<file path="config.mk">
export PLATFORM = sky130hd
export DESIGN_NAME = elevator_scan_ctrl
export DESIGN_NICKNAME = d
export VERILOG_FILES = /design/src/rtl/elevator_pkg.sv /design/src/rtl/elevator_req_reg.sv /design/src/rtl/elevator_scan_ctrl.sv
export SDC_FILE = /design/constraint.sdc
export NUM_CORES = 1
export LEC_CHECK = 0
export ABC_CLOCK_PERIOD_IN_PS = 7370
export CORE_AREA = 2 2 46 64
export CTS_BUF_LIST = sky130_fd_sc_hd__clkbuf_8
export DETAILED_ROUTE_END_ITERATION = 8
export DIE_AREA = 0 0 48 66
export GPL_TIMING_DRIVEN = 0
export PLACE_DENSITY = 0.82
export SYNTH_ARGS = -nofsm -noshare
export SYNTH_HDL_FRONTEND = slang
export SYNTH_SLANG_ARGS = --single-unit
export TNS_END_PERCENT = 5
</file>
<file path="constraint.sdc">
create_clock -name clk -period 7.37 [get_ports clk]
set_clock_uncertainty 0.2 [all_clocks]
set_input_delay 1.8425 -clock clk [delete_from_list [all_inputs] [get_ports clk]]
set_output_delay 1.8425 -clock clk [all_outputs]
set_load 0.02 [all_outputs]
</file>
<file path="src/rtl/elevator_pkg.sv">
// Shared state/direction encodings and floor-mask helpers for the SCAN elevator controller.
package elevator_pkg;

  localparam logic [1:0] ST_IDLE      = 2'd0;
  localparam logic [1:0] ST_MOVE_UP   = 2'd1;
  localparam logic [1:0] ST_MOVE_DOWN = 2'd2;
  localparam logic [1:0] ST_DOOR      = 2'd3;

  localparam logic DIR_UP   = 1'b1;
  localparam logic DIR_DOWN = 1'b0;

  localparam int MAX_FLOORS = 64;
  typedef logic [MAX_FLOORS-1:0] floor_mask_t;

  // Bits strictly above the given floor.
  function automatic floor_mask_t above_mask(input int floor_idx);
    return ~((floor_mask_t'(2) << floor_idx) - floor_mask_t'(1));
  endfunction

  // Bits strictly below the given floor.
  function automatic floor_mask_t below_mask(input int floor_idx);
    return (floor_mask_t'(1) << floor_idx) - floor_mask_t'(1);
  endfunction

endpackage

</file>
<file path="src/rtl/elevator_req_reg.sv">
// Pending-call register: latches call pulses, clears the served floor, and reports
// here/above/below relative to the query floor using the registered set.
module elevator_req_reg
  import elevator_pkg::*;
#(
  parameter int NUM_FLOORS = 4,
  parameter int FLOOR_W    = 2
) (
  input  logic                  clk,
  input  logic                  reset_n,
  input  logic [NUM_FLOORS-1:0] call_req,
  input  logic [FLOOR_W-1:0]    query_floor,
  input  logic                  clr_en,
  output logic [NUM_FLOORS-1:0] pending,
  output logic                  here,
  output logic                  above,
  output logic                  below
);

  logic [NUM_FLOORS-1:0] clr_mask;
  logic [NUM_FLOORS-1:0] above_m;
  logic [NUM_FLOORS-1:0] below_m;

  assign clr_mask = clr_en ? (NUM_FLOORS'(1) << query_floor) : '0;
  assign above_m  = NUM_FLOORS'(above_mask(int'(query_floor)));
  assign below_m  = NUM_FLOORS'(below_mask(int'(query_floor)));

  // Clear beats set so a call at the door floor is absorbed.
  always_ff @(posedge clk or negedge reset_n) begin
    if (!reset_n) begin
      pending <= '0;
    end else begin
      pending <= (pending | call_req) & ~clr_mask;
    end
  end

  assign here  = pending[query_floor];
  assign above = |(pending & above_m);
  assign below = |(pending & below_m);

endmodule

</file>
<file path="src/rtl/elevator_scan_ctrl.sv">
// SCAN-order N-floor elevator car controller with a shared travel/dwell tick counter.
// Macro ELEVATOR_ESTOP_EN adds an estop input that freezes travel and dwell.
module elevator_scan_ctrl
  import elevator_pkg::*;
#(
  parameter int  NUM_FLOORS  = 4,
  parameter int  FLOOR_TICKS = 30,
  parameter int  DOOR_TICKS  = 10,
  localparam int FLOOR_W     = (NUM_FLOORS > 2) ? $clog2(NUM_FLOORS) : 1,
  localparam int MAX_TICKS   = (FLOOR_TICKS > DOOR_TICKS) ? FLOOR_TICKS : DOOR_TICKS,
  localparam int CNT_W       = $clog2(MAX_TICKS)
) (
  input  logic                  clk,
  input  logic                  reset_n,
  input  logic [NUM_FLOORS-1:0] call_req,
`ifdef ELEVATOR_ESTOP_EN
  input  logic                  estop,
`endif
  output logic [NUM_FLOORS-1:0] pending,
  output logic [FLOOR_W-1:0]    current_floor,
  output logic                  up,
  output logic                  down,
  output logic                  stop,
  output logic                  door_open,
  output logic [CNT_W-1:0]      counter
);

  localparam logic [CNT_W-1:0] FLOOR_LAST = CNT_W'(FLOOR_TICKS - 1);
  localparam logic [CNT_W-1:0] DOOR_LAST  = CNT_W'(DOOR_TICKS - 1);

  logic [1:0]         state, state_nx;
  logic               dir, dir_nx;
  logic [FLOOR_W-1:0] query_floor;
  logic [CNT_W-1:0]   counter_nx;
  logic               hold, moving, arrive, clr_en;
  logic               here, above, below, ahead, behind;
  logic               up_nx, down_nx;

`ifdef ELEVATOR_ESTOP_EN
  assign hold = estop;
`else
  assign hold = 1'b0;
`endif

  assign moving = (state == ST_MOVE_UP) || (state == ST_MOVE_DOWN);
  assign arrive = moving && !hold && (counter == FLOOR_LAST);

  // On the arrival edge the decision is taken relative to the floor being entered.
  always_comb begin
    query_floor = current_floor;
    if (arrive) begin
      query_floor = (state == ST_MOVE_UP) ? current_floor + FLOOR_W'(1)
                                          : current_floor - FLOOR_W'(1);
    end
  end

  assign ahead  = (dir == DIR_UP) ? above : below;
  assign behind = (dir == DIR_UP) ? below : above;

  elevator_req_reg #(
    .NUM_FLOORS (NUM_FLOORS),
    .FLOOR_W    (FLOOR_W)
  ) u_req_reg (
    .clk         (clk),
    .reset_n     (reset_n),
    .call_req    (call_req),
    .query_floor (query_floor),
    .clr_en      (clr_en),
    .pending     (pending),
    .here        (here),
    .above       (above),
    .below       (below)
  );

  always_comb begin
    state_nx   = state;
    dir_nx     = dir;
    counter_nx = counter;
    case (state)
      ST_IDLE: begin
        counter_nx = '0;
        if (here) begin
          state_nx = ST_DOOR;
        end else if (!hold && ahead) begin
          state_nx = (dir == DIR_UP) ? ST_MOVE_UP : ST_MOVE_DOWN;
        end else if (!hold && behind) begin
          state_nx = (dir == DIR_UP) ? ST_MOVE_DOWN : ST_MOVE_UP;
          dir_nx   = (dir == DIR_UP) ? DIR_DOWN : DIR_UP;
        end
      end
      ST_MOVE_UP, ST_MOVE_DOWN: begin
        if (arrive) begin
          counter_nx = '0;
          if (here) begin
            state_nx = ST_DOOR;
          end else if (!ahead) begin
            state_nx = ST_IDLE;
          end
        end else if (!hold) begin
          counter_nx = counter + 1'b1;
        end
      end
      default: begin
        if (!hold) begin
          if (counter == DOOR_LAST) begin
            counter_nx = '0;
            state_nx   = ST_IDLE;
            if (ahead) begin
              state_nx = (dir == DIR_UP) ? ST_MOVE_UP : ST_MOVE_DOWN;
            end else if (behind) begin
              state_nx = (dir == DIR_UP) ? ST_MOVE_DOWN : ST_MOVE_UP;
              dir_nx   = (dir == DIR_UP) ? DIR_DOWN : DIR_UP;
            end
          end else begin
            counter_nx = counter + 1'b1;
          end
        end
      end
    endcase
  end

  assign clr_en  = (state == ST_DOOR) || (state_nx == ST_DOOR);
  assign up_nx   = (state_nx == ST_MOVE_UP) && !hold;
  assign down_nx = (state_nx == ST_MOVE_DOWN) && !hold;

  always_ff @(posedge clk or negedge reset_n) begin
    if (!reset_n) begin
      state         <= ST_IDLE;
      dir           <= DIR_UP;
      current_floor <= '0;
      counter       <= '0;
      up            <= 1'b0;
      down          <= 1'b0;
      stop          <= 1'b1;
      door_open     <= 1'b0;
    end else begin
      state         <= state_nx;
      dir           <= dir_nx;
      current_floor <= query_floor;
      counter       <= counter_nx;
      up            <= up_nx;
      down          <= down_nx;
      stop          <= !(up_nx || down_nx);
      door_open     <= (state_nx == ST_DOOR);
    end
  end

endmodule
</file>
=== After elaboration in Yosys (flattened, before gate mapping) ===
Index checks and enable logic that the tools add are counted.

* Add/sub/neg operators: 5
* Reduce and logical (&&, ||, !) cells: 11
* Muxes and demuxes: 28
* Bitwise gates (word level): 7
* Order comparisons: 1
* Shift operators: 3
* Equal/unequal tests: 9

{| class="wikitable"
|+ Operators with widths
! operator !! count
|-
| $mux 2 || 13
|-
| $and 4x4->4 || 3
|-
| $mux 5 || 2
|-
| $pmux 5 s2 || 1
|-
| $eq 2x2->1 const B || 4
|-
| $mux 1 || 8
|-
| $not 4->4 || 2
|-
| $reduce_or 4->1 || 2
|-
| $shl 1x2->4 const A || 2
|-
| $sub 4x1->4 const B || 2
|-
| $add 5x1->5 const B || 1
|-
| $eq 5x4->1 const B || 1
|-
| $eq 5x5->1 const B || 1
|-
| $eq 2x1->1 const B || 2
|-
| $mux 4 || 1
|-
| $or 4x4->4 || 1
|-
| $pmux 2 s2 || 1
|-
| $shl 2x2->4 const A || 1
|-
| $logic_or 1x1->1 || 3
|-
| $lt 2x3->1 const B || 1
|-
| $reduce_and 3->1 || 1
|-
| $add 2x1->2 const B || 1
|-
| $bmux 1 s2 || 1
|-
| $logic_not 2->1 || 1
|-
| 8 further kinds || 8
|}

* Register bits: 18
* Output and inout port bits: 15

=== Longest topological paths before layout ===
* Depth in word-level cells: 19
* Mapped depth: 14
* Mapped depth without buffers: 13

=== Cells and area by module ===
A second synthesis with hierarchy kept.

* Cell total of the unflattened synthesis: 95
* Area total of the unflattened synthesis: 984.7 sq um

{| class="wikitable"
|+ Modules (own cells, without submodules)
! module !! area an instance (sq um) !! cells each !! instances
|-
| elevator_scan_ctrl || 783.3 || 75 || 1
|-
| elevator_req_reg || 201.4 || 20 || 1
|}

=== Worst setup path after synthesis ===
Ideal clock, no wire load.

* Path kind: flip-flop to flip-flop
* Start point: register state[0]
* End point: register u_req_reg.pending[1]
* Setup slack: 4.344 ns
* Stages on the path, launching flop included: 15
* Setup time: 0.077 ns
* Arrival time: 2.749 ns
* Period minus slack after synthesis: 3.026 ns
* Data required time: 7.093 ns
* Cell sequence: dfrtp_1 > inv_1 > ha_1 > and3_1 > buf_2 > nand3_2 > a21boi_1 > o311ai_4 > o221ai_2 > a311oi_2 > a32oi_1 > ha_1 > nor2_1 > a21oi_1 > a21oi_1

* Word-level cells in the longest chain between the ends: 19

{| class="wikitable"
|+ RTL lines
! element !! line !! RTL
|-
| from (decl) || elevator_scan_ctrl.sv:31 || <nowiki>logic [1:0] state, state_nx;</nowiki>
|-
| from (signal assigned) || elevator_scan_ctrl.sv:137 || <nowiki>state <= state_nx;</nowiki>
|-
| $eq 2x1->1 / $eq 2x2->1 (equally long branches) || elevator_scan_ctrl.sv:45, elevator_scan_ctrl.sv:52, elevator_scan_ctrl.sv:79 ||
|-
| $logic_or 1x1->1 || elevator_scan_ctrl.sv:45 || <nowiki>assign moving = (state == ST_MOVE_UP) || (state == ST_MOVE_DOWN);</nowiki>
|-
| $logic_and 1x1->1 || elevator_scan_ctrl.sv:46 || <nowiki>assign arrive = moving && !hold && (counter == FLOOR_LAST);</nowiki>
|-
| $mux 2 || elevator_scan_ctrl.sv:51 || <nowiki>if (arrive) begin</nowiki>
|-
| $shl 2x2->4 || elevator_pkg.sv:17 || <nowiki>return ~((floor_mask_t'(2) << floor_idx) - floor_mask_t'(1));</nowiki>
|-
| $sub 4x1->4 || elevator_pkg.sv:17 ||
|-
| $not 4->4 || elevator_pkg.sv:17 ||
|-
| $and 4x4->4 || elevator_req_reg.sv:38 || <nowiki>assign above = |(pending & above_m);</nowiki>
|-
| [... 4 more ...] || n/a ||
|-
| $mux 2, on equally long branches || elevator_scan_ctrl.sv:105, elevator_scan_ctrl.sv:82, elevator_scan_ctrl.sv:92 ||
|-
| $pmux 2 s2 (*) || elevator_scan_ctrl.sv:79 || <nowiki>case (state)</nowiki>
|-
| named net state_nx[1] || elevator_scan_ctrl.sv:31 ||
|-
| $eq 2x2->1 (*) || elevator_scan_ctrl.sv:122 || <nowiki>assign clr_en = (state == ST_DOOR) || (state_nx == ST_DOOR);</nowiki>
|-
| $logic_or 1x1->1 (*) || elevator_scan_ctrl.sv:122 ||
|-
| $mux 4 (*) || elevator_req_reg.sv:24 || <nowiki>assign clr_mask = clr_en ? (NUM_FLOORS'(1) << query_floor) : '0;</nowiki>
|-
| $not 4->4 (*) || elevator_req_reg.sv:33 || <nowiki>pending <= (pending | call_req) & ~clr_mask;</nowiki>
|-
| $and 4x4->4 (*) || elevator_req_reg.sv:33 ||
|-
| to (signal assigned) || elevator_req_reg.sv:33 ||
|-
| to (decl) || elevator_req_reg.sv:14 || <nowiki>output logic [NUM_FLOORS-1:0] pending,</nowiki>
|}

The timed path passes the listed nets; every way through them passes the cells marked *. The select of a mux whose other input is x is not followed.
A chain may end at the register's enable or synchronous reset.

=== Final worst setup path ===
Ends and elaborated chain as after synthesis.

==> results_dict.tcl <==
set metrics [dict create \
    path_cells "inv_1 > ha_1 > nand3_1 > o21ai_1 > a21boi_1 > o311ai_4 > o221ai_2 > a311oi_2 > a32oi_1 > ha_1 > nor2_1 > a21oi_1 > a21oi_1" \
    cpPeakStageDelay_ns 0.47 \
    hp-start "counter[0]" \
    max_freq_ghz 0.278 \
    die_area_um2 3170 \
    die_y_um 66 \
    required_ns 7.35 \
    p_switching_uw 212 \
    setup-violations-final 0 \
    leakage_nw 0.613 \
    detail_route.wl_per_cell_um 14.3 \
    hpwl_mm 2.06 \
    rsz0062_at_grt "no" \
    clkLatencyLatePin_ns 0.26 \
    via_per_inst 5.96 \
    seq_power_share_pct 32.9 \
    netlist_instances 130 \
    grt_pass1_vias 1119 \
    antenna_left 0 \
    synth_flop_cell "dfrtp_1" \
    r2r_end "u_req_reg.pending[1]" \
    crit_type "reg2reg" \
    period_needed_ns 3.59 \
    hold_violations 0 \
    clock-sinks 18 \
    synthArstFlopShare_pct 100 \
    cts.path.max_buffers 2 \
    peakVddDrop_uv 200 \
    slew_headroom_pct 47.5 \
    coreArea_um2 2620 \
    fill_cells 240 \
    status "completed" \
    antenna_found_initial 0 \
    whs_path_depth 1 \
    finalCritPeriodShare_pct 48.7 \
    drt_iter0_markers 29 \
    slowest_stage "dfrtp_1" \
    r2r_start "state[0]" \
    ys_types 50 \
    drive_gt1_share_pct 9.74 \
    min_to "counter[0]" \
    cts-root-buf "clkbuf_8" \
    firstDrtPassIters 4 \
    numCtsBuffers 3 \
    drt-total-wl_mm 2.72 \
    cp_max_fo 6 \
    cap_violations 0 \
    tightest_slew_ns 0.785 \
    grt-ovfl-total 0 \
    cts_tree "built" \
    cts.clk_slew.worst_paths_ns 0.07 \
    start_kind "flip-flop" \
    grt_pass1_wl_mm 4.80 \
    yosysTopAreaCellShare_pct 32.4 \
    synth_edf_count 0 \
    seq_area_frac_synth_pct 36.6 \
    nets 170 \
    pwr-share-comb_pct 53.0 \
    ys_ff_latch 18 \
    diodes 0 \
    start_util_pct 47.3 \
    yosysWarnings 0 \
    drc_errors 0 \
    worstPathArrival_ns 3.57 \
    ioPinCount 21 \
    gp_congestion 0.876 \
    area_delta_synth_final_pct 23.5 \
    chipWidth_um 48 \
    syn_area_um2 1240 \
    fin_tns_setup_ns 0 \
    syn_area_per_cell_um2 9.51 \
    grt_util_all_layers_pct 21.1 \
    clkPwrFrac_pct 14.1 \
    cp-end-kind "flip-flop" \
    yosys.area.top_type "dfrtp_1" \
    rows 22 \
    h-tree-depth 1 \
    rr_worst_depth 13 \
    p_sw_share_pct 43.1 \
    r2r_slack_ns 3.78 \
    syn_nets 145 \
    ctsResizeCount 0 \
    power.total_uw 492 \
    cts_hold_buf 0 \
    power.density_nw_per_um2 322 \
    ys_top_cells_by_area "dfrtp_1 (32%), ha_1 (9.1%), nor2_1 (5.5%)" \
    grt_max_degree 19 \
    maxSlewViolCount 0 \
    vias 1132 \
    hold_class "reg2reg" \
    cts_setup_buffers 0 \
    p_int_uw 280 \
    place.port_buffers 20 \
]
==> how the worst max path moves through the flow <==
stage                   from  slack, ns                   end
finish              state[0]       3.78  u_req_reg.pending[1]
global route        state[0]       3.42  u_req_reg.pending[1]
CTS                 state[0]       3.80  u_req_reg.pending[1]
detailed placement  state[0]       3.83  u_req_reg.pending[1]
global placement    state[0]       3.95  u_req_reg.pending[1]
floorplan           state[0]       4.34  u_req_reg.pending[1]
==> state kept, by name, summed over array words and instances (netlist names) <==
signal	count
counter	5
u_req_reg.pending	4
current_floor	2
state	2
dir	1
door_open	1
down	1
stop	1
up	1
==> stage by stage <==
step	hold WS, ns	instances	setup slack [ns]	util (%)	area (µm²)
6_report	0.327	190	3.78	58.4	1530
3_5_place_dp	0.317	186	3.83	56.7	1480
2_1_floorplan	0.323	130	4.34	-	1240
4_1_cts	0.334	190	3.80	58.4	1530
3_3_place_gp	0.311	186	3.95	56.7	1480
5_1_grt	0.371	190	3.42	58.4	1530
==> kinds of logic after synthesis <==
kind of cell / count (synthesis) / synth area share (%)
XOR/XNOR: 6 / 4.25
flip-flops: 18 / 36.6
AO/OA/AOI/OAI: 41 / 27.0
adder cells (fa/ha/maj): 9 / 9.11
AND/OR/NAND/NOR: 41 / 15.6
buffers and inverters: 12 / 4.86
multiplexers: 3 / 2.53
==> cells in the final DEF (no fill, tap or decap), types with 2 or more instances in the layout <==
cell type and count:
dfstp_2 2, ha_1 9, xor2_1 3, a21oi_1 7, clkbuf_8 3, nand2_1 7
o32a_1 2, xnor2_1 3, o211ai_1 2, nor2_1 18, a211oi_1 2, dfrtp_1 16
o21ai_0 3, buf_2 4, clkdlybuf4s50_1 20, inv_1 6, o21ai_1 3, o221ai_1 2
nand3_1 4, nand2b_1 2, nand3b_1 2, nor3_1 3, mux2i_1 2
==> power groups by stage <==
stage	logic (mW)	registers (mW)	clock network [mW]
after CTS	0.262	0.161	0.0706
after floorplan	0.155	0.181	0
after detailed placement	0.261	0.163	0
after global placement	0.252	0.161	0
after global routing	0.292	0.166	0.0751
final	0.261	0.162	0.0694
==> critical path, delay by kind of cell, from the launching register on <==
| family | cells | cell delay (ns) |
|---|---|---|
| simple gates | 2 | 0.36 |
| fa+ha+maj | 2 | 0.64 |
| buf+inv | 1 | 0.09 |
| flops | 1 | 0.47 |
| compound gates | 8 | 1.76 |
==> routing by layer <==
layer / wire length (µm) / track usage (%) / vias to the layer above / share of wire, %
met5: 0 / 0 / - / 0
met4: 107 / 14.5 / 0 / 3.9
met3: 116 / 2.73 / 13 / 4.3
met2: 1350 / 31.8 / 41 / 50
met1: 1150 / 26.8 / 546 / 42
li1: - / - / 532 / -
==> area by class of cell <==
class / count / area [µm²] / area share [%]
flip-flops and latches: 18 / 453 / 29.7
well taps: 36 / 45.0 / 2.95
inverters: 7 / 28.8 / 1.89
multi-input cells: 100 / 723 / 47.4
plain buffers: 5 / 31.3 / 2.05
repair buffers: 20 / 200 / 13.1
clock inverters: 1 / 3.75 / 0.246
clock buffers: 3 / 41.3 / 2.70
==> synthesized netlist by cell type, types with 2 or more instances <==
cell      number
a211oi_1       2
a21oi_1        7
buf_2          4
dfrtp_1       16
dfstp_2        2
ha_1           9
inv_1          5
mux2i_1        2
nand2_1        7
nand2b_1       2
nand3_1        4
nand3b_1       2
nor2_1        18
nor3_1         3
o211ai_1       2
o21ai_0        3
o21ai_1        3
o221ai_1       2
o32a_1         2
xnor2_1        3
xor2_1         3
Note: power is estimated with default switching activity, not from simulation.
